$ cat config.mk
export PLATFORM = sky130hd
export DESIGN_NAME = bcd_serial_addsub
export DESIGN_NICKNAME = d
export VERILOG_FILES = /design/src/rtl/bcd_serial_addsub.sv
export SDC_FILE = /design/constraint.sdc
export NUM_CORES = 1
export LEC_CHECK = 0
export ABC_AREA = 1
export CORE_ASPECT_RATIO = 1.75
export CORE_MARGIN = 2
export CORE_UTILIZATION = 40
export CTS_CLUSTER_DIAMETER = 40
export DETAILED_ROUTE_END_ITERATION = 8
export HOLD_SLACK_MARGIN = 0.1
export PLACE_DENSITY_LB_ADDON = 0.08
export SLEW_MARGIN = 30
export SYNTH_ARGS = -nofsm -noshare
export SYNTH_HDL_FRONTEND = slang
export SYNTH_SLANG_ARGS = --single-unit
export TNS_END_PERCENT = 30
$ cat constraint.sdc
create_clock -name CLK -period 5 [get_ports CLK]
set_clock_uncertainty 0.1 [all_clocks]
set_input_delay 1 -clock CLK [delete_from_list [all_inputs] [get_ports CLK]]
set_output_delay 1 -clock CLK [all_outputs]
set_load 0.05 [all_outputs]
$ cat src/rtl/bcd_serial_addsub.sv
// Digit-serial N-digit BCD adder/subtractor, LSD first.
// START/BUSY/DONE handshake with registered results.
module bcd_serial_addsub #(
  parameter int DIGITS = 4
) (
  input  logic                  CLK,
  input  logic                  RST_N,
  input  logic                  START,
  input  logic                  SUB,
  input  logic [4*DIGITS-1:0]   X,
  input  logic [4*DIGITS-1:0]   Y,
  output logic                  BUSY,
  output logic                  DONE,
  output logic [4*DIGITS-1:0]   S,
  output logic                  CARRY,
  output logic                  ERR
);

  localparam int W  = 4 * DIGITS;
  localparam int CW = (DIGITS > 1) ? $clog2(DIGITS) : 1;

  typedef enum logic [1:0] {
    IDLE,
    RUN,
    FIN
  } state_t;

  state_t         state_q;
  logic [W-1:0]   x_q;
  logic [W-1:0]   y_q;
  logic [W-1:0]   res_q;
  logic           sub_q;
  logic           c_q;
  logic [CW-1:0]  idx_q;

  logic [3:0]     y_dig;
  logic [4:0]     t;
  logic [4:0]     t_adj;
  logic [3:0]     dig;
  logic           c_d;
  logic [W+3:0]   res_cat;
  logic [W-1:0]   res_d;
  logic           bad;
  logic           last;

  function automatic logic has_bad(input logic [W-1:0] v);
    logic b;
    b = 1'b0;
    for (int i = 0; i < DIGITS; i++) begin
      if (v[4*i +: 4] > 4'd9) b = 1'b1;
    end
    return b;
  endfunction

  // Subtraction adds the nine's complement with an initial carry of one.
  always_comb begin
    y_dig   = sub_q ? (4'd9 - y_q[3:0]) : y_q[3:0];
    t       = {1'b0, x_q[3:0]} + {1'b0, y_dig} + {4'd0, c_q};
    t_adj   = t - 5'd10;
    dig     = t[3:0];
    c_d     = 1'b0;
    if (t > 5'd9) begin
      dig = t_adj[3:0];
      c_d = 1'b1;
    end
    res_cat = {dig, res_q};
    res_d   = res_cat[W+3:4];
    bad     = has_bad(X) | has_bad(Y);
    last    = (idx_q == CW'(DIGITS - 1));
  end

  always_ff @(posedge CLK) begin
    if (!RST_N) begin
      state_q <= IDLE;
      x_q     <= '0;
      y_q     <= '0;
      res_q   <= '0;
      sub_q   <= 1'b0;
      c_q     <= 1'b0;
      idx_q   <= '0;
      BUSY    <= 1'b0;
      DONE    <= 1'b0;
      S       <= '0;
      CARRY   <= 1'b0;
      ERR     <= 1'b0;
    end else begin
      unique case (state_q)
        IDLE: begin
          DONE <= 1'b0;
          if (START) begin
            x_q   <= X;
            y_q   <= Y;
            sub_q <= SUB;
            c_q   <= SUB;
            idx_q <= '0;
            res_q <= '0;
            if (bad) begin
              state_q <= FIN;
              DONE    <= 1'b1;
              ERR     <= 1'b1;
              S       <= '0;
              CARRY   <= 1'b0;
            end else begin
              state_q <= RUN;
              BUSY    <= 1'b1;
            end
          end
        end
        RUN: begin
          x_q   <= x_q >> 4;
          y_q   <= y_q >> 4;
          c_q   <= c_d;
          res_q <= res_d;
          idx_q <= idx_q + 1'b1;
          if (last) begin
            state_q <= FIN;
            BUSY    <= 1'b0;
            DONE    <= 1'b1;
            S       <= res_d;
            CARRY   <= sub_q ? ~c_d : c_d;
            ERR     <= 1'b0;
          end
        end
        FIN: begin
          DONE    <= 1'b0;
          state_q <= IDLE;
        end
        default: begin
          state_q <= IDLE;
          BUSY    <= 1'b0;
          DONE    <= 1'b0;
        end
      endcase
    end
  end

endmodule

==> flow_summary.toml <==
[run_status]
status = "finished clean"

[power_and_ir_drop]
p_per_area_nw_per_um2 = 372
p_int_mw = 1.07
total_power_mw = 1.46
p_leak_nw = 1.61
pwr-share-comb_pct = 15.6
power_frac_clock_pct = 42.8
seq_power_share_pct = 41.6
p_switching_mw = 0.389
irDropWorstVdd_v = 0.000198
switching_share_pct = 26.6

[clock_network]
clk_path_buf_depth = 2
htree_levels = 3
postCtsSetupBuffers = 0
clkSinkCount = 70
clk_pin_slew_worst_paths_ns = 0.06
cts_resized = 0
cts_buffers = 9
ctsHoldBuffers = 0
cts_tree = "yes"
clkLatencyLatePin_ns = 0.33
cts-root-buf = "clkbuf_16"

[route]
vias_per_cell = 5.09
avgRoutedWirePerCell_um = 13.1
met1_length_um = 3080
final_antenna_net_count = 0
highest_layer = "met4"
vias = 2865
wl_met2_um = 3930
drc = 0
drt_iter0_drc = 143
wl_met3_um = 232
drt_pass1_iterations = 4
routed_wl_um = 7400

[min_path]
hold_path_class = "register to register"
hold_depth = 2

[yosys]
synth.distinct_cells = 24
synth_seq_area_share_pct = 45.1
synth_seq_cells = 70
yosysTopAreaCell = "dfxtp_1"
syn_area_um2 = 3110
synth_area_leaders = "dfxtp_1 (45%), nand2_1 (18%), a21oi_1 (6.3%), a31oi_1 (5.0%), o21ai_0 (5.0%)"
synth_cells = 429
yosys_warnings = 0
synth_top_area_share_pct = 45.1
avgSynthCellArea_um2 = 7.25
synth_nets = 473

[sta]
finalSetupTns_ns = 0
worst_slack_ns = 2.07
worst_pin_slew_ns = 0.671
post-route-period-util_pct = 58.5
fin_crit_ns = 2.93
max_slew_margin_pct = 55.2
finalHoldViolations = 0
rsz0062_at_grt = "false"
fmax_ghz = 0.342
setup_violations = 0
drv_slew = 0

[finish]
area_growth_pct = 26.4
antennaDiodeCount = 0
fillers = 799
design_area_um2 = 3930
nNetsFinal = 516
seq_area_um2 = 1400
multi_input_area_um2 = 1460
drive_above_1_share_pct = 6.53

[setup_path]
critPathCaptureType = "register"
cp_max_fo = 7
worst-setup-path-type = "register to register"
crit_arrival_ns = 3.08
cp.required_ns = 5.15
reg2reg_depth = 13
start_kind = "register"

[die]
die_h_um = 121
pin_count = 56
core_area_um2 = 7570
chipWidth_um = 70.6
start_util_pct = 41.1
die_area_um2 = 8520
num_rows = 42

[global_route]
antenna_found_initial = 0
grt_pass1_vias = 2555
grtUsageTotal_pct = 18.1
grt-ovfl-total = 0
grt_first_pass_wirelength_um = 12000
grt_max_degree = 50

[placed_design]
pre_cts_slack_ns = 1.84
port-buffer-count = 55
place_area_um2 = 3640
place.gp.congestion = 0.774
dpl.hpwl_um = 5210

[run]
max-cap-violations = 0
==> power groups by stage <==
stage	logic [mW]	clock network (mW)	registers, mW
4_1_cts	0.229	0.632	0.608
2_1_floorplan	0.134	0	0.644
5_1_grt	0.254	0.655	0.611
3_5_place_dp	0.229	0	0.620
3_3_place_gp	0.226	0	0.620
6_report	0.228	0.625	0.608
==> synth_stat cells <==
master      n
buf_4       3
buf_6       4
a31oi_1    25
o21ai_1     4
clkbuf_1   10
or2_1       1
inv_1      24
nand2_2     4
xor2_1      1
ha_1        6
nand3_1    14
inv_2       5
a21oi_1    39
nand2_1   153
dfxtp_1    70
nor2_1     17
buf_2       7
nor2_4      2
a21boi_0    2
xnor2_1     1
nor2_2      3
buf_1       1
o21ai_0    31
fa_1        2
==> cell families after synthesis <==
logic type	count (synthesis)	share of synthesized area, %
adder cells (fa/ha/maj)	8	3.70
AND/OR/NAND/NOR	194	25.1
XOR/XNOR	2	0.563
AO/OA/AOI/OAI	101	17.4
buffers and inverters	54	8.13
flip-flops	70	45.1
==> through the flow <==
stage	hold slack, ns	util (%)	cells
after floorplan	0.333	-	429
after global placement	0.348	48.1	549
after detailed placement	0.352	48.1	549
after CTS	0.363	51.9	563
after global routing	0.378	51.9	563
final	0.363	51.9	563
==> worst paths after layout <==
| check | endpoint | start | slack, ns |
|---|---|---|---|
| hold / removal | S[1] | S[1] | 0.36 |
| hold reg to reg | S[1] | S[1] | 0.36 |
| setup reg to reg | res_q[14] | sub_q | 2.07 |
| setup / recovery | res_q[14] | sub_q | 2.07 |
==> per-layer routing <==
| layer | track usage, % | vias up |
|---|---|---|
| met5 | 0 | - |
| met4 | 8.37 | 0 |
| met3 | 3.58 | 9 |
| met2 | 32.7 | 66 |
| met1 | 19.9 | 1311 |
| li1 | - | 1479 |
==> state kept, by name, indices dropped and copies added (netlist names) <==
name,cells
y_q,16
idx_q,2
x_q,16
sub_q,1
ERR,1
S,16
BUSY,1
c_q,1
state_q,2
CARRY,1
res_q,12
DONE,1
==> cell usage in the layout (no fill, tap or decap) <==
master and count:
nor2_1 17, fa_1 2, o21ai_0 31, clkbuf_8 1, xor2_1 1, clkbuf_16 9
nand3_1 14, dfxtp_1 70, nand2_2 4, nor2_4 2, clkinv_2 2, clkdlybuf4s50_1 55
inv_1 23, bufinv_16 1, or2_1 1, clkinv_4 1, o21ai_1 4, ha_1 6
xnor2_1 1, buf_4 2, nor2_2 3, nand2_1 153, a31oi_1 25, inv_2 6
a21boi_0 2, a21oi_1 39
==> layout make-up <==
cell class                 count  share of cell area (%)
inverter                      29                    2.77
multi-input combinational    305                    37.0
tap                           88                    2.80
sequential                    70                    35.7
clock buffer                  10                    6.08
timing repair buffer          57                    14.4
clock inverter                 4                    1.24
==> worst max-delay path, stage by stage, from the launching register on <==
cell and delay, ns:
dfxtp_1 0.50, xnor2_1 0.12, fa_1 0.37, inv_1 0.11
fa_1 0.46, inv_1 0.10, ha_1 0.19, nand2_1 0.05
a21boi_0 0.13, nand2_1 0.14, nand2_1 0.16, nand2_1 0.10
nand3_1 0.13, a21oi_1 0.19
Note: power is estimated with default switching activity, not from simulation.
